[src/rtl/aes_pkg.sv]
`default_nettype none
// ============================================================================
//  Module      : aes_pkg
//  Description : Shared constants for the AES host sequencer: register map,
//                CTRL/STATUS bit positions, key-size codes, FSM state
//                encoding and watchdog limit.
//  Revision    : 1.0  initial release
// ============================================================================
package aes_pkg;

    // Word addresses
    localparam logic [5:0] ADDR_KEY_BASE = 6'h00;   // 0x00-0x0F key words
    localparam logic [5:0] ADDR_DIN_BASE = 6'h10;   // 0x10-0x17 data-in words
    localparam logic [5:0] ADDR_RES_BASE = 6'h18;   // 0x18-0x1F result words
    localparam logic [5:0] ADDR_CTRL     = 6'h20;
    localparam logic [5:0] ADDR_STATUS   = 6'h21;

    // CTRL bit positions
    localparam int CTRL_START  = 0;
    localparam int CTRL_DEC    = 1;
    localparam int CTRL_SIZE   = 2;   // two bits, [3:2]
    localparam int CTRL_IRQ_EN = 4;

    // STATUS bit positions
    localparam int ST_BUSY = 0;
    localparam int ST_DONE = 1;
    localparam int ST_OVR  = 2;
    localparam int ST_TMO  = 3;

    // Key-size codes
    localparam logic [1:0] SIZE_128 = 2'd0;
    localparam logic [1:0] SIZE_192 = 2'd1;
    localparam logic [1:0] SIZE_256 = 2'd2;

    // Watchdog terminal count
    localparam logic [7:0] WDOG_LIMIT = 8'd255;

    typedef enum logic [2:0] {
        S_IDLE = 3'd0,
        S_LOAD = 3'd1,
        S_ARM  = 3'd2,
        S_RUN  = 3'd3,
        S_DONE = 3'd4
    } state_t;

endpackage
`default_nettype wire

[src/rtl/aes_host_seq_if.sv]
`default_nettype none
// ============================================================================
//  Module      : aes_host_seq_if
//  Description : CPU register bus of the AES host sequencer.
//                bus_we_i    write strobe (one cycle per write)
//                bus_re_i    read strobe
//                bus_addr_i  6-bit word address
//                bus_wdata_i 16-bit write data
//                bus_rdata_o 16-bit registered read data
//                Modports: master (CPU side), slave (sequencer side).
//  Revision    : 1.0  initial release
// ============================================================================
interface aes_host_seq_if;
    logic        bus_we_i;
    logic        bus_re_i;
    logic [5:0]  bus_addr_i;
    logic [15:0] bus_wdata_i;
    logic [15:0] bus_rdata_o;

    modport master (
        output bus_we_i, bus_re_i, bus_addr_i, bus_wdata_i,
        input  bus_rdata_o
    );

    modport slave (
        input  bus_we_i, bus_re_i, bus_addr_i, bus_wdata_i,
        output bus_rdata_o
    );
endinterface
`default_nettype wire

[src/rtl/aes_seq_wdog.sv]
`default_nettype none
// ============================================================================
//  Module      : aes_seq_wdog
//  Description : 8-bit watchdog for the AES sequencer. Counts while enabled,
//                zeroes on clear, and flags expire on the cycle whose edge
//                brings the count to WDOG_LIMIT, i.e. WDOG_LIMIT cycles after
//                the enable first rises from a cleared count.
//                Ports: clk, rst_n, en_i, clr_i, expire_o.
//  Revision    : 1.0  initial release
// ============================================================================
module aes_seq_wdog
    import aes_pkg::*;
(
    input  wire logic clk,
    input  wire logic rst_n,
    input  wire logic en_i,
    input  wire logic clr_i,
    output logic      expire_o
);

    logic [7:0] cnt_q;
    logic [7:0] cnt_d;

    always_comb begin
        cnt_d = cnt_q;
        if (clr_i) begin
            cnt_d = 8'd0;
        end else if (en_i && (cnt_q != WDOG_LIMIT)) begin
            cnt_d = cnt_q + 8'd1;
        end
    end

    always_ff @(posedge clk or negedge rst_n) begin
        if (!rst_n) begin
            cnt_q <= 8'd0;
        end else begin
            cnt_q <= cnt_d;
        end
    end

    assign expire_o = en_i && (cnt_q == (WDOG_LIMIT - 8'd1));

endmodule
`default_nettype wire

[src/rtl/aes_host_seq.sv]
`default_nettype none
// ============================================================================
//  Module      : aes_host_seq
//  Description : CPU-facing register block and sequencer for an AES core.
//                Holds key / data-in / result words, launches the core with
//                a one-cycle load pulse and collects the result.
//                Ports: clk, rst_n (async active-low), bus (register bus,
//                slave modport), irq_o, aes_load_o, aes_key_o, aes_data_o,
//                aes_size_o, aes_dec_o, aes_data_i, aes_busy_i.
//                Optional macro AES_SEQ_TIMEOUT_EN adds a RUN watchdog.
//  Revision    : 1.0  initial release
// ============================================================================
module aes_host_seq
    import aes_pkg::*;
(
    input  wire logic          clk,
    input  wire logic          rst_n,
    aes_host_seq_if.slave      bus,
    output logic               irq_o,
    output logic               aes_load_o,
    output logic [255:0]       aes_key_o,
    output logic [127:0]       aes_data_o,
    output logic [1:0]         aes_size_o,
    output logic               aes_dec_o,
    input  wire logic [127:0]  aes_data_i,
    input  wire logic          aes_busy_i
);

    state_t         state_q, state_d;
    logic [255:0]   key_q;
    logic [127:0]   din_q;
    logic [127:0]   res_q;
    logic           ctrl_dec_q;
    logic [1:0]     ctrl_size_q;
    logic           ctrl_irq_en_q;
    logic [1:0]     size_q;
    logic           dec_q;
    logic           done_q, ovr_q, tmo_q;
    logic [15:0]    rdata_q, rdata_d;

    logic w_busy, w_start, w_start_ok, w_key_wr, w_din_wr;
    logic w_ctrl_wr, w_stat_wr, w_ovr_set, w_capture, w_expire;
    logic w_unused_wdata;

    assign w_busy     = (state_q == S_LOAD) || (state_q == S_ARM) || (state_q == S_RUN);
    assign w_ctrl_wr  = bus.bus_we_i && (bus.bus_addr_i == ADDR_CTRL);
    assign w_stat_wr  = bus.bus_we_i && (bus.bus_addr_i == ADDR_STATUS);
    assign w_start    = w_ctrl_wr && bus.bus_wdata_i[CTRL_START];
    assign w_key_wr   = bus.bus_we_i && (bus.bus_addr_i[5:4] == ADDR_KEY_BASE[5:4]);
    assign w_din_wr   = bus.bus_we_i && (bus.bus_addr_i[5:3] == ADDR_DIN_BASE[5:3]);
    assign w_start_ok = w_start && !w_busy;
    assign w_ovr_set  = w_busy && (w_start || w_key_wr || w_din_wr);
    assign w_capture  = (state_q == S_RUN) && !aes_busy_i;
    assign w_unused_wdata = ^bus.bus_wdata_i[15:5];

`ifdef AES_SEQ_TIMEOUT_EN
    aes_seq_wdog u_wdog (
        .clk      (clk),
        .rst_n    (rst_n),
        .en_i     ((state_q == S_ARM) || (state_q == S_RUN)),
        .clr_i    (state_q == S_LOAD),
        .expire_o (w_expire)
    );
`else
    assign w_expire = 1'b0;
`endif

    // Next-state logic
    always_comb begin
        state_d = state_q;
        case (state_q)
            S_IDLE, S_DONE: state_d = w_start_ok ? S_LOAD : S_IDLE;
            S_LOAD:         state_d = S_ARM;
            S_ARM:          state_d = S_RUN;
            S_RUN: begin
                // A real completion wins over a same-cycle watchdog expiry.
                if (w_capture)      state_d = S_DONE;
                else if (w_expire)  state_d = S_IDLE;
            end
            default:        state_d = S_IDLE;
        endcase
    end

    always_ff @(posedge clk or negedge rst_n) begin
        if (!rst_n) state_q <= S_IDLE;
        else        state_q <= state_d;
    end

    // Read mux; unmapped addresses return zero.
    always_comb begin
        rdata_d = 16'h0000;
        if (bus.bus_re_i) begin
            if (bus.bus_addr_i[5:4] == ADDR_KEY_BASE[5:4])
                rdata_d = key_q[{bus.bus_addr_i[3:0], 4'h0} +: 16];
            else if (bus.bus_addr_i[5:3] == ADDR_DIN_BASE[5:3])
                rdata_d = din_q[{bus.bus_addr_i[2:0], 4'h0} +: 16];
            else if (bus.bus_addr_i[5:3] == ADDR_RES_BASE[5:3])
                rdata_d = res_q[{bus.bus_addr_i[2:0], 4'h0} +: 16];
            else if (bus.bus_addr_i == ADDR_CTRL)
                rdata_d = {11'h000, ctrl_irq_en_q, ctrl_size_q, ctrl_dec_q, 1'b0};
            else if (bus.bus_addr_i == ADDR_STATUS)
                rdata_d = {12'h000, tmo_q, ovr_q, done_q, w_busy};
        end
    end

    always_ff @(posedge clk or negedge rst_n) begin
        if (!rst_n) begin
            key_q         <= '0;
            din_q         <= '0;
            res_q         <= '0;
            ctrl_dec_q    <= 1'b0;
            ctrl_size_q   <= SIZE_128;
            ctrl_irq_en_q <= 1'b0;
            size_q        <= SIZE_128;
            dec_q         <= 1'b0;
            done_q        <= 1'b0;
            ovr_q         <= 1'b0;
            tmo_q         <= 1'b0;
            rdata_q       <= 16'h0000;
        end else begin
            rdata_q <= rdata_d;

            if (w_key_wr && !w_busy)
                key_q[{bus.bus_addr_i[3:0], 4'h0} +: 16] <= bus.bus_wdata_i;
            if (w_din_wr && !w_busy)
                din_q[{bus.bus_addr_i[2:0], 4'h0} +: 16] <= bus.bus_wdata_i;

            if (w_ctrl_wr) begin
                ctrl_dec_q    <= bus.bus_wdata_i[CTRL_DEC];
                ctrl_size_q   <= bus.bus_wdata_i[CTRL_SIZE +: 2];
                ctrl_irq_en_q <= bus.bus_wdata_i[CTRL_IRQ_EN];
            end
            // Core mode is taken from the very write that carries START.
            if (w_start_ok) begin
                dec_q  <= bus.bus_wdata_i[CTRL_DEC];
                size_q <= bus.bus_wdata_i[CTRL_SIZE +: 2];
            end

            if (w_capture)
                res_q <= aes_data_i;

            // Set has priority over a same-cycle write-1-to-clear.
            if (w_capture || w_expire)
                done_q <= 1'b1;
            else if (w_start_ok || (w_stat_wr && bus.bus_wdata_i[ST_DONE]))
                done_q <= 1'b0;

            if (w_ovr_set)
                ovr_q <= 1'b1;
            else if (w_stat_wr && bus.bus_wdata_i[ST_OVR])
                ovr_q <= 1'b0;

            if (w_expire && !w_capture)
                tmo_q <= 1'b1;
            else if (w_stat_wr && bus.bus_wdata_i[ST_TMO])
                tmo_q <= 1'b0;
        end
    end

    assign bus.bus_rdata_o = rdata_q;
    assign irq_o           = done_q && ctrl_irq_en_q;
    assign aes_load_o      = (state_q == S_LOAD);
    assign aes_key_o       = key_q;
    assign aes_data_o      = din_q;
    assign aes_size_o      = size_q;
    assign aes_dec_o       = dec_q;

endmodule
`default_nettype wire
[src/flat_wrapper.sv]
// flat-port wrapper written by rule: the top's interface ports become plain ports
module aes_host_seq_flat import aes_pkg::*;
  (clk, rst_n, irq_o, aes_load_o, aes_key_o, aes_data_o, aes_size_o, aes_dec_o, aes_data_i, aes_busy_i, bus_bus_we_i, bus_bus_re_i, bus_bus_addr_i, bus_bus_wdata_i, bus_bus_rdata_o);
  aes_host_seq_if bus_i ();
  input  wire logic clk;
  input  wire logic rst_n;
  output logic irq_o;
  output logic aes_load_o;
  output logic [255:0] aes_key_o;
  output logic [127:0] aes_data_o;
  output logic [1:0] aes_size_o;
  output logic aes_dec_o;
  input  wire logic [127:0] aes_data_i;
  input  wire logic aes_busy_i;
  input wire logic [$bits(bus_i.bus_we_i)-1:0] bus_bus_we_i;
  input wire logic [$bits(bus_i.bus_re_i)-1:0] bus_bus_re_i;
  input wire logic [$bits(bus_i.bus_addr_i)-1:0] bus_bus_addr_i;
  input wire logic [$bits(bus_i.bus_wdata_i)-1:0] bus_bus_wdata_i;
  output wire logic [$bits(bus_i.bus_rdata_o)-1:0] bus_bus_rdata_o;
  assign bus_i.bus_we_i = bus_bus_we_i;
  assign bus_i.bus_re_i = bus_bus_re_i;
  assign bus_i.bus_addr_i = bus_bus_addr_i;
  assign bus_i.bus_wdata_i = bus_bus_wdata_i;
  assign bus_bus_rdata_o = bus_i.bus_rdata_o;
  aes_host_seq u_core (.clk(clk), .rst_n(rst_n), .bus(bus_i), .irq_o(irq_o), .aes_load_o(aes_load_o), .aes_key_o(aes_key_o), .aes_data_o(aes_data_o), .aes_size_o(aes_size_o), .aes_dec_o(aes_dec_o), .aes_data_i(aes_data_i), .aes_busy_i(aes_busy_i));
endmodule
[config.mk]
export PLATFORM = sky130hd
export DESIGN_NAME = aes_host_seq_flat
export DESIGN_NICKNAME = d
export VERILOG_FILES = /design/src/rtl/aes_pkg.sv /design/src/rtl/aes_host_seq_if.sv /design/src/rtl/aes_seq_wdog.sv /design/src/rtl/aes_host_seq.sv /design/src/flat_wrapper.sv
export SDC_FILE = /design/constraint.sdc
export NUM_CORES = 1
export LEC_CHECK = 0
export BUFFER_PORTS_ARGS = -buffer_cell sky130_fd_sc_hd__buf_4
export CAP_MARGIN = 20
export CORE_ASPECT_RATIO = 0.9
export CORE_MARGIN = 10
export CORE_UTILIZATION = 55
export CTS_CLUSTER_DIAMETER = 200
export CTS_CLUSTER_SIZE = 40
export DETAILED_ROUTE_END_ITERATION = 6
export HOLD_SLACK_MARGIN = 0.05
export PLACE_DENSITY = 0.81
export SYNTH_ARGS = -nofsm -noshare
export SYNTH_HDL_FRONTEND = slang
export SYNTH_SLANG_ARGS = --single-unit
[constraint.sdc]
create_clock -name clk -period 3.2 [get_ports clk]
set_clock_uncertainty 0.15 [all_clocks]
set_input_delay 0.32 -clock clk [delete_from_list [all_inputs] [get_ports clk]]
set_output_delay 0.32 -clock clk [all_outputs]
set_load 0.005 [all_outputs]
* Yosys cells after proc, flatten, opt, wreduce, memory -nomap -nowiden
Index checks and enable logic that the tools add are counted.
** Word-level totals
- Input port bits :: 155
- Bits in registers :: 540
- Logic and storage cells :: 70
- Output and inout bits :: 405
** Operators by class
- Reductions and logical operators :: 25
- Equality and inequality tests :: 9
- Add/subtract/negate cells :: 2
- Shifts and indexed selects :: 7
- Mux-type cells :: 15
** Operator list (number)
- $bwmux 256 :: 1
- $shift 16x10->256 const A :: 1
- $shiftx 128x8->16 :: 2
- $shiftx 16x10->256 :: 1
- $shiftx 256x9->16 :: 1
- $bwmux 128 :: 1
- $shift 16x9->128 const A :: 1
- $shiftx 16x9->128 :: 1
- $mux 16 :: 5
- $logic_and 1x1->1 :: 13
- $eq 3x2->1 const B :: 4
- $eq 6x6->1 const B :: 2
- $pmux 3 s4 :: 1
- $neg 8->10 :: 1
- $neg 7->9 :: 1
- $mux 3 :: 2
- $logic_or 1x1->1 :: 5
- $mux 1 :: 5
- $reduce_bool 2->1 :: 2
- $eq 3x1->1 const B :: 1
- $eq 3x3->1 const B :: 1
- $logic_not 3->1 :: 1
- $logic_not 1->1 :: 2
- $logic_not 2->1 :: 1
- 2 further kinds :: 2

* Logic depth before layout (Yosys ltp)
Gate-level depths: netlist (run 1).
- Depth in word-level cells :: 9
- Depth in mapped cells :: 14
- Gate-level depth less buffers :: 8

* Worst setup path before layout (run 1)
OpenSTA, ideal clock, no wires.
- Kind :: input to register
- Start point :: in bus_bus_addr_i[1]
- End point :: reg u_core.key_q[142] (netlist: u_core.aes_key_o[142])
- Path slack :: -0.477 ns
- Arrival time :: 3.402 ns
- Cell stages on the path :: 13
- Path buffers :: 7
- Setup time :: 0.125 ns
- Data required time :: 2.925 ns
- Cells stage by stage :: buf_2 -> buf_2 -> buf_2 -> buf_2 -> inv_1 -> ha_1 -> ha_1 -> buf_2 -> or2_2 -> buf_2 -> or4_1 -> clkbuf_1 -> mux2_2
** On the way
- Longest elaborated chain between the ends :: 3
- Elaborated cells between the ends (all ways) :: 4
- Those cells by class :: 1 x add/sub; 2 x shift; 1 x mux
** RTL lines
- start, declared :: RTL line flat_wrapper.sv:17 : input wire logic [$bits(bus_i.bus_addr_i)-1:0] bus_bus_addr_i;
- $neg 8->10 (*) :: RTL line aes_host_seq.sv:124 : key_q[{bus.bus_addr_i[3:0], 4'h0} +: 16] <= bus.bus_wdata_i;
- $shiftx 16x10->256 or $shift 16x10->256 (tied branches) :: RTL line aes_host_seq.sv:124
- $bwmux 256 (*) :: RTL line aes_host_seq.sv:124
- end signal, assigned by index :: RTL line aes_host_seq.sv:124
- end, declared :: RTL line aes_host_seq.sv:30 : logic [255:0] key_q;
Mark *: on every way between the ends. The rest lies on a longest branch, timed or not.
A chain may end at the register's enable or synchronous reset.

* Final worst setup path (run 1)
- Start point :: reg u_core.state_q[0]
- End point :: reg u_core.key_q[40] (netlist: u_core.aes_key_o[40])
** On the way
- Longest elaborated chain between the ends :: 5
- Elaborated cells between the ends (all ways) :: 7
- Those cells by class :: 3 x eq/ne; 4 x reduce/logical
** RTL lines
- start, declared :: RTL line aes_host_seq.sv:29 : state_t state_q, state_d;
- start signal, assigned :: RTL line aes_host_seq.sv:86 : else state_q <= state_d;
- $eq 3x1->1 or $eq 3x2->1 (tied branches) :: RTL line aes_host_seq.sv:45 : assign w_busy = (state_q == S_LOAD) || (state_q == S_ARM) || (state_q == S_RUN);
- $logic_or 1x1->1 :: RTL line aes_host_seq.sv:45
- $logic_or 1x1->1 (*) :: RTL line aes_host_seq.sv:45
- $logic_not 1->1 (*) :: RTL line aes_host_seq.sv:123 : if (w_key_wr && !w_busy)
- $logic_and 1x1->1 (*) :: RTL line aes_host_seq.sv:123
Marks and branches as above.

==> key figures, run 1 <==
Worst setup path
  • Critical Path RT: 3.52 ns
  • Crit-path max cell delay: 0.50 ns
  • Crit-path slowest cell: nand3_2
  • Bufs and invs on worst path: 0
  • Crit path max fanout: 16
  • Worst path cell trace: o21bai_2 > nand4_1 > nor3_1 > nand3_2 > mux2_2
  • Crit path launch type: flip-flop
  • Internal reg-to-reg setup slack: 0.60 ns
  • Critical Path AT: 2.93 ns
  • Critical path class: flip-flop to flip-flop
  • CP delay by family, top: simple AND/OR/NAND/NOR gates
  • CP Capture Type: flip-flop

Clock network
  • CTS Buf Count: 17
  • Clock Sink Count: 540
  • Clk_lat worst skew: 0.57 ns
  • Reg clk slew, reported paths: 0.15 ns
  • Hold Buf Count CTS: 151
  • CTS root buffer: clkbuf_16
  • CTS tree: done
  • Clock tree buffer depth: 3
  • Postcts setup bufs: 0
  • Post-CTS sizing: 0
  • CTS H-tree depth: 1

Detailed routing
  • DR vias: 19400
  • DR iter-0 viols: 2424
  • Drt first pass iters: 6
  • Routed wire length: 94.1 mm
  • Detail-routed via count per cell: 6.34
  • Residual DRC: 0
  • Wire per inst: 30.8 um
  • Antenna-violating nets left: 0

Cells and area
  • Fraction of layout cells with a size suffix above 1: 0.487
  • Final instance area: 31800 um^2
  • Non-Filler Instances: 3056
  • Area Growth Syn to Fin: 28.0%
  • Nets: 2615

Global routing
  • Total GRT Usage: 0.339
  • Vias in the first global route: 19700
  • Global-route wire length before repair: 139 mm
  • Total grt overflow: 0
  • Maximum number of pins on one net before global-route repair: 131
  • Initial antenna violation count: 0

Placed design
  • Routability cong.: 0.936
  • Dpl cell area: 29800 um^2
  • DP HPWL: 67.1 mm
  • Dpl ws: 0.368 ns
  • I/O Buffers: 559
  • Placed cell count: 2886

Synthesis
  • Post-Syn Area: 24800 um^2
  • Synth Instances: 1804
  • Post-synth EDFFs: 0
  • Sequential area share after synthesis: 0.544
  • Largest area contributor in the netlist: dfrtp_1
  • Top FF cell, synth: dfrtp_1
  • Yosys top cell area share: 0.544
  • Count leader, synth: dfrtp_1
  • Syn_nets: 1963
  • Count of cell types in the netlist: 67
  • Synth top cells by count: dfrtp_1, mux2_2, nand2_1, mux4_2, o21ai_0
  • Synth async-reset ratio: 1.00
  • Synth Register Bits: 540
  • YS warnings: 0
  • Synth area leaders: dfrtp_1, mux2_2, mux4_2
  • Avg Synthesized Cell Area: 13.8 um^2

Timing
  • Hold Slack: 0.115 ns
  • Slew HR: 0.434
  • Minimum clock period: 2.60 ns
  • Worst-Margin Slew: 0.837 ns
  • Setup TNS: 0 ns
  • Slew Viols, Final: 0
  • Period utilization: 0.813
  • Final Setup Violations: 0
  • F_max: 0.384 GHz
  • Worst Setup Slack, final: 0.597 ns
  • Unrepaired setup endpoints after global routing: false
  • Final Hold Vio Count: 0

Floorplanning
  • Die width: 244 um
  • DIE AREA: 54000 um^2
  • Die Y-Extent: 222 um
  • Core area: 44400 um^2
  • IO Pins: 560
  • Starting density of the core: 0.559
  • Row count: 73

Run
  • Max-Cap Viols: 0

Pwr
  • Leakage power: 15.2 nW
  • P_int: 11.6 mW
  • Power density cells: 523 nW/um^2
  • Net Switching: 4.97 mW
  • Switch share: 0.299
  • Comb pwr share: 0.269
  • Clk network pwr share: 0.185
  • VDD IR-drop max: 620 uV
  • Sequential power share: 0.546

Status
  • Outcome: finished, final reports clean

Min path
  • Hold crit path type: primary input to flip-flop
==> power groups by stage <==
stage / sequential (mW) / clock, mW / combinational [mW]
after floorplan: 8.77 / 0 / 2.48
after global placement: 9.00 / 0 / 4.07
after detailed placement: 9.10 / 0 / 4.21
after CTS: 8.96 / 3.06 / 4.38
after global routing: 9.17 / 3.30 / 4.75
final: 9.07 / 3.07 / 4.47
==> final timing paths <==
| check | start | cells after the start | to |
|---|---|---|---|
| min in group asynchronous | rst_n | 2 | u_core.aes_key_o[164]$_DFFE_PN0P_ |
| hold reg to reg | u_core.res_q[67]$_DFFE_PN0P_ | 1 | u_core.res_q[67]$_DFFE_PN0P_ |
| setup / recovery | u_core.state_q[0]$_DFFE_PN0P_ | 5 | u_core.aes_key_o[40]$_DFFE_PN0P_ |
| setup reg to reg | u_core.state_q[0]$_DFFE_PN0P_ | 5 | u_core.aes_key_o[40]$_DFFE_PN0P_ |
| hold / removal | bus_bus_addr_i[5] | 3 | u_core.bus.bus_rdata_o[3]$_DFF_PN0_ |
| max in group asynchronous | rst_n | 3 | u_core.res_q[38]$_DFFE_PN0P_ |
==> registers in the layout, indices dropped and copies added, names as in the netlist <==
register,count
u_core.ctrl_irq_en_q,1
u_core.ctrl_size_q,2
u_core.ctrl_dec_q,1
u_core.aes_size_o,2
u_core.ovr_q,1
u_core.aes_dec_o,1
u_core.res_q,128
u_core.done_q,1
u_core.aes_key_o,256
u_core.bus.bus_rdata_o,16
u_core.state_q,3
u_core.aes_data_o,128
==> worst reg2reg max path, cell delays in order, from the launching register on <==
cell and delay (ns):
dfrtp_1 0.46, o21bai_2 0.34, nand4_1 0.20, nor3_1 0.38
nand3_2 0.50, mux2_2 0.47
==> cell families (layout without fill, tap and decap cells) <==
group / Yosys count / count (layout) / share of synthesized area
muxes: 556 / 556 / 0.308
DFF: 540 / 540 / 0.544
and+or+nand+nor: 355 / 355 / 0.0662
AOI/OAI and AO/OA: 195 / 195 / 0.0499
buffers and inverters: 151 / 802 / 0.0282
adders and majority gates: 4 / 4 / 0.00202
xor gates and xnor gates: 3 / 3 / 0.00106
other: 0 / 1 / 0
==> metrics by stage <==
stage	power (mW)	utilization
2_1_floorplan	11.3	-
3_3_place_gp	13.1	0.672
6_report	16.6	0.716
5_1_grt	17.2	0.716
3_5_place_dp	13.3	0.672
4_1_cts	16.4	0.716
==> per-layer routing <==
| layer | GRT usage | up-vias | part of all wire |
|---|---|---|---|
| met5 | 0 | - | 0 |
| met4 | 0.0772 | 0 | 0.030 |
| met3 | 0.0987 | 164 | 0.11 |
| met2 | 0.554 | 1300 | 0.48 |
| met1 | 0.442 | 10000 | 0.37 |
| li1 | - | 7896 | - |
==> placed cells by master, fill, tap and decap left out, drive strengths merged, types with 3 or more instances in the layout <==
cell,count
a2111oi,3
a211oi,8
a21oi,7
a311oi,5
a31o,7
and2,3
and3,3
buf,624
clkbuf,17
dfrtp,540
dlygate4sd3,151
ha,4
inv,9
mux2,397
mux2i,35
mux4,124
nand2,197
nand2b,4
nand3,33
nand3b,3
nand4,12
nor2,57
nor2b,12
nor3,11
nor3b,4
o21ai,95
o221ai,8
o22ai,11
o31ai,34
o32ai,3
or4,3
==> final cells by class <==
cell class,instances,area [um^2]
clock inverters,1,20.0
inverters,9,33.8
well taps,600,751
clock buffers,17,425
diodes,1,2.50
repair buffers,775,6380
multi-input cells,1113,10600
fillers,2943,12600
flip-flops and latches,540,13500
(Power assumes the default switching activity.)
==> run 2, diff against run 1 <==
==> constraint.sdc (replaced) <==
create_clock -name clk -period 2.5 [get_ports clk]
set_clock_uncertainty 0.15 [all_clocks]
set_input_delay 0.25 -clock clk [delete_from_list [all_inputs] [get_ports clk]]
set_output_delay 0.25 -clock clk [all_outputs]
set_load 0.005 [all_outputs]
==> key figures, run 2 (synthesized netlist as in run 1, its figures left out) <==
Status
  • Outcome: finished, final reports clean

Pwr
  • Final Power: 21.5 mW (+30%)
  • VDD IR-drop max: 660 uV (+6.5%)
  • Power density cells: 660 nW/um^2 (+26%)
  • Leakage power: 15.6 nW (+2.5%)

Detailed routing
  • Residual DRC: 0 (unchanged)
  • Drt first pass iters: 5 (-1)
  • Routed wire length: 95.7 mm (+1.7%)
  • DR vias: 19700 (+1.6%)
  • Detail-routed via count per cell: 6.33 (-0.15%)
  • Antenna-violating nets left: 0 (unchanged)
  • DR iter-0 viols: 2216 (-8.6%)
  • Wire per inst: 30.8 um (about the same)

Floorplanning
  • Die Y-Extent: 222 um (unchanged)
  • Core area: 44400 um^2 (unchanged)
  • Row count: 73 (unchanged)
  • DIE AREA: 54000 um^2 (unchanged)
  • IO Pins: 560 (unchanged)
  • Die width: 244 um (unchanged)
  • Starting density of the core: 0.559 (unchanged)

Global routing
  • Total grt overflow: 0 (unchanged)
  • Maximum number of pins on one net before global-route repair: 70 (-47%)
  • Vias in the first global route: 20800 (+5.1%)
  • Total GRT Usage: 0.347 (+0.00729)
  • Initial antenna violation count: 4 (+4)
  • Global-route wire length before repair: 142 mm (+2.1%)

Timing
  • Minimum clock period: 2.41 ns (-0.197 ns)
  • F_max: 0.416 GHz (+8.2%)
  • Period utilization: 0.962 (+0.149)
  • Slew HR: 0.481 (+0.0470)
  • Final Hold Vio Count: 0 (unchanged)
  • Hold Slack: 0.118 ns (+0.00366 ns)
  • Final Setup Violations: 0 (unchanged)
  • Slew Viols, Final: 0 (unchanged)
  • Worst-Margin Slew: 0.772 ns (-0.0643 ns)
  • Unrepaired setup endpoints after global routing: false

Worst setup path
  • Critical path class: flip-flop to flip-flop
  • Critical Path RT: 2.81 ns (-0.71 ns)
  • Crit-path slowest cell: dlygate4sd3_1
  • Crit path max fanout: 3 (-13)
  • CP Capture Type: flip-flop
  • Crit-path max cell delay: 0.57 ns (+0.07 ns)
  • Crit path launch type: flip-flop
  • Worst path cell trace: mux4_2 > mux2_2 > o41ai_2 > a311oi_1 > dlygate4sd3_1
  • Critical Path AT: 2.71 ns (-0.22 ns)
  • CP delay by family, top: multiplexers
  • Bufs and invs on worst path: 1 (+1)

Clock network
  • CTS tree: done
  • Clock Sink Count: 540 (unchanged)
  • Clk_lat worst skew: 0.57 ns (about the same)
  • CTS Buf Count: 17 (unchanged)
  • CTS root buffer: clkbuf_16
  • CTS H-tree depth: 1 (unchanged)
  • Postcts setup bufs: 0 (unchanged)
  • Clock tree buffer depth: 3 (unchanged)
  • Reg clk slew, reported paths: 0.14 ns (about the same)

Placed design
  • I/O Buffers: 559 (unchanged)
  • Routability cong.: 0.939 (+0.26%)
  • DP HPWL: 68.8 mm (+2.7%)

Cells and area
  • Fraction of layout cells with a size suffix above 1: 0.501 (+0.0138)
  • Area Growth Syn to Fin: 31.5%
  • Commonest non-fill, non-tap cell in the layout: buf_4
  • Commonest non-fill, non-tap cells in the layout: buf_4, dfrtp_1, mux2_2
  • Nets: 2663 (+1.8%)
  • Max reg flops: 256 (unchanged)
  • Fillers: 2839 (-3.5%)

Min path
  • Hold crit path type: primary input to asynchronous set/reset pin

Run
  • Max-Cap Viols: 0 (unchanged)
==> run 2: cell count changes in the layout (fill, tap and decap cells not counted), sizes merged <==
cell,change
dlygate4sd3,+3
buf,+45
diode,+4
==> run 2: final timing paths <==
| check | slack (ns) | end | start | cells past startpoint |
|---|---|---|---|---|
| worst max register to register | 0.09 | u_core.bus.bus_rdata_o[15]$_DFF_PN0_ | u_core.aes_key_o[63]$_DFFE_PN0P_ | 5 |
| max in group asynchronous | 1.26 | u_core.res_q[69]$_DFFE_PN0P_ | rst_n | 3 |
| worst min-delay path | 0.12 | u_core.aes_key_o[196]$_DFFE_PN0P_ | rst_n | 2 |
| worst min register to register | 0.36 | u_core.ctrl_size_q[1]$_DFFE_PN0N_ | u_core.ctrl_size_q[1]$_DFFE_PN0N_ | 2 |
| min in group clk | 0.15 | u_core.bus.bus_rdata_o[13]$_DFF_PN0_ | bus_bus_addr_i[2] | 5 |
| worst max-delay path | 0.09 | u_core.bus.bus_rdata_o[15]$_DFF_PN0_ | u_core.aes_key_o[63]$_DFFE_PN0P_ | 5 |
==> run 2: metrics by stage <==
step | instance area (um^2) | setup WS [ns] | setup TNS, ns | cells | util
floorplan | 25200 | -0.349 | -22.12 | 1804 | -
global placement | 30600 | 0.00749 | 0 | 2931 | 0.690
detailed placement | 30600 | -0.0223 | -0.0223 | 2931 | 0.690
CTS | 32600 | 0.0610 | 0 | 3103 | 0.735
global route | 32600 | 0.0626 | 0 | 3107 | 0.735
finish | 32600 | 0.0943 | 0 | 3108 | 0.735
==> run 2: layout make-up <==
type	instances	area, um^2	share of cell area
Clock inverter	1	20.0	0.000613
Antenna cell	5	12.5	0.000383
Timing Repair Buffer	823	7070	0.217
Sequential cell	540	13500	0.414
Clock buffer	17	425	0.0130
Multi-Input combinational cell	1113	10800	0.331
Tap cell	600	751	0.0230
Inverter	9	37.5	0.00115
==> run 2: timing repair <==
action,4_1_cts,5_1_grt
endpoints found under the hold margin,867,0
setup endpoints to repair,0,33
resized for setup,0,4
hold buffers,154,0
==> run 2: layer usage <==
metal  routed length (um)  track usage
met2                46400        0.569
met5                    0            0
met3                10900        0.108
met4                 3860        0.122
met1                34600        0.427
==> run 2: where the power goes <==
group | switching, mW | leakage (nW) | internal (mW)
registers | 1.29 | 7.19 | 10.3
logic | 2.54 | 8.18 | 3.47
clock network | 2.62 | 0.219 | 1.27
total | 6.45 | 15.6 | 15.1
==> run 3, diff against run 2 <==
--- a/config.mk
+++ b/config.mk
@@ -15,6 +15,7 @@
 export DETAILED_ROUTE_END_ITERATION = 6
 export HOLD_SLACK_MARGIN = 0.05
 export PLACE_DENSITY = 0.81
+export SETUP_SLACK_MARGIN = 0.5
 export SYNTH_ARGS = -nofsm -noshare
 export SYNTH_HDL_FRONTEND = slang
 export SYNTH_SLANG_ARGS = --single-unit
==> key figures, run 3 (synthesized netlist as in run 1, its figures left out) <==
Cells and area
  • Commonest non-fill, non-tap cell in the layout: buf_4
  • Area Growth Syn to Fin: 40.3%
  • Commonest non-fill, non-tap cells in the layout: buf_4, dfrtp_1, mux2_2
  • Sequential cell area: 13500 um^2 (about the same)
  • Final instance area: 34800 um^2 (+6.7%)
  • Area occupied by multi-input gates: 12000 um^2 (+11%)
  • Fillers: 2498 (-12%)
  • Fraction of layout cells with a size suffix above 1: 0.560 (+0.0589)
  • Nets: 2721 (+2.2%)
  • Max reg flops: 256 (unchanged)
  • Diode count: 0 (-5)

Pwr
  • Clk network pwr share: 0.175 (-0.006)
  • VDD IR-drop max: 699 uV (+5.9%)
  • Comb pwr share: 0.306 (+0.027)
  • Leakage power: 16.4 nW (+5.4%)
  • Net Switching: 7.05 mW (+9.3%)
  • P_int: 15.6 mW (+3.6%)
  • Switch share: 0.311 (+0.0115)
  • Final Power: 22.7 mW (+5.3%)
  • Sequential power share: 0.519 (-0.021)
  • Power density cells: 651 nW/um^2 (-1.3%)

Clock network
  • Clk_lat worst skew: 0.58 ns (about the same)
  • CTS H-tree depth: 1 (unchanged)
  • Clock Sink Count: 540 (unchanged)
  • Clock tree buffer depth: 3 (unchanged)
  • Reg clk slew, reported paths: 0.15 ns (about the same)
  • CTS root buffer: clkbuf_16
  • CTS tree: done
  • CTS Buf Count: 17 (unchanged)

Detailed routing
  • Drt first pass iters: 7 (+2)
  • Routed wire length: 105 mm (+9.5%)
  • DR iter-0 viols: 2456 (+11%)
  • Residual DRC: 0 (unchanged)
  • Wire per inst: 33.2 um (+7.7%)
  • Detail-routed via count per cell: 6.56 (+3.7%)
  • Antenna-violating nets left: 0 (unchanged)
  • DR vias: 20800 (+5.5%)

Floorplanning
  • IO Pins: 560 (unchanged)
  • Row count: 73 (unchanged)
  • Core area: 44400 um^2 (unchanged)
  • Starting density of the core: 0.559 (unchanged)
  • Die Y-Extent: 222 um (unchanged)
  • Die width: 244 um (unchanged)
  • DIE AREA: 54000 um^2 (unchanged)

Worst setup path
  • CP Capture Type: flip-flop
  • Critical Path RT: 2.82 ns (about the same)
  • Critical Path AT: 2.52 ns (-0.19 ns)
  • Worst path cell trace: o21bai_4 > nand3_2 > or3_4 > nor2_4 > buf_12 > mux2_4
  • Crit path launch type: flip-flop
  • Crit-path slowest cell: dfrtp_2
  • Critical path class: flip-flop to flip-flop
  • Bufs and invs on worst path: 1 (unchanged)
  • Crit-path max cell delay: 0.46 ns (-0.11 ns)
  • Crit path max fanout: 16 (+13)
  • CP delay by family, top: simple AND/OR/NAND/NOR gates

Global routing
  • Maximum number of pins on one net before global-route repair: 83 (+19%)
  • Total GRT Usage: 0.358 (+0.0108)
  • Total grt overflow: 0 (unchanged)
  • Initial antenna violation count: 1 (-3)
  • Vias in the first global route: 21300 (+2.6%)
  • Global-route wire length before repair: 146 mm (+3.2%)

Timing
  • Slew HR: 0.343 (-0.138)
  • Hold Slack: 0.0600 ns (-0.0581 ns)
  • Worst-Margin Slew: 0.986 ns (+0.213 ns)
  • Unrepaired setup endpoints after global routing: true
  • Period utilization: 0.882 (-0.0801)
  • Final Setup Violations: 0 (unchanged)
  • F_max: 0.453 GHz (+9.1%)
  • Setup TNS: 0 ns (unchanged)
  • Minimum clock period: 2.21 ns (-0.200 ns)
  • Final Hold Vio Count: 0 (unchanged)
  • Slew Viols, Final: 0 (unchanged)

Placed design
  • DP HPWL: 68.0 mm (-1.2%)
  • Routability cong.: 0.948 (+1.0%)
  • I/O Buffers: 559 (unchanged)
  • Dpl cell area: 30800 um^2 (+0.69%)

Status
  • Outcome: finished, final reports clean

Min path
  • Hold crit path type: primary input to asynchronous set/reset pin

Run
  • Max-Cap Viols: 0 (unchanged)
## run 3: cell count changes in the layout (fill, tap and decap cells not counted), sizes merged
| cell | before | now |
|---|---|---|
| buf | 669 | 704 |
| clkbuf | 17 | 32 |
| or4 | 3 | 9 |
| diode | 5 | 0 |
| bufbuf | 0 | 2 |
## run 3: repair_timing
item                       CTS  global route
setup endpoints to repair  419           454
pin swaps                   12            25
resized for setup           42           239
hold endpoints to repair   986             0
buffers inserted            18             9
gates cloned                14            18
hold buffers               154             0
## run 3: power by group through the flow
stage	logic (mW)	clock network [mW]	registers, mW
after floorplan	3.30	0	11.2
after global placement	5.57	0	11.6
after detailed placement	5.77	0	11.7
after CTS	6.35	3.94	11.5
after global routing	7.26	4.21	11.8
final	6.94	3.97	11.8
## run 3: worst paths after layout
kind | slack, ns | endpoint | cells past startpoint | start
worst max-delay path | 0.29 | u_core.aes_data_o[119]$_DFFE_PN0P_ | 6 | u_core.state_q[0]$_DFFE_PN0P_
worst min-delay path | 0.06 | u_core.aes_key_o[210]$_DFFE_PN0P_ | 2 | rst_n
worst max register to register | 0.29 | u_core.aes_data_o[119]$_DFFE_PN0P_ | 6 | u_core.state_q[0]$_DFFE_PN0P_
worst min register to register | 0.36 | u_core.ctrl_dec_q$_DFFE_PN0N_ | 2 | u_core.ctrl_dec_q$_DFFE_PN0N_
max in group asynchronous | 1.24 | u_core.aes_data_o[104]$_DFFE_PN0P_ | 3 | rst_n
min in group clk | 0.10 | u_core.ovr_q$_DFFE_PN0P_ | 6 | bus_bus_addr_i[1]
## run 3: per-layer routing
metal  part of all wire  vias to the layer above  GRT usage
met1               0.34                    10700      0.441
met2               0.48                     1580      0.588
met3               0.11                      372     0.0908
li1                   -                     8126          -
met5            0.00010                        -          0
met4              0.064                        2      0.156
## run 3: worst reg2reg max path: stages (launching register included)
cell and delay (ns):
dfrtp_2 0.46, o21bai_4 0.22, nand3_2 0.17, or3_4 0.40, nor2_4 0.14, buf_12 0.21
mux2_4 0.35
## run 3: per-stage QoR
| step | instances | setup WS (ns) | util |
|---|---|---|---|
| 6_report | 3161 | 0.295 | 0.784 |
| 5_1_grt | 3161 | 0.250 | 0.784 |
| 4_1_cts | 3134 | 0.336 | 0.752 |
| 3_5_place_dp | 2930 | -0.102 | 0.695 |
| 3_3_place_gp | 2930 | 0.0174 | 0.695 |
| 2_1_floorplan | 1804 | -0.349 | - |
## run 3: cell type report
type | instances | area share
clock inverter | 1 | 0.000575
multi-input combinational | 1119 | 0.344
timing repair buffer | 875 | 0.233
sequential | 540 | 0.388
inverter | 9 | 0.00108
tap | 600 | 0.0216
clock buffer | 17 | 0.0122
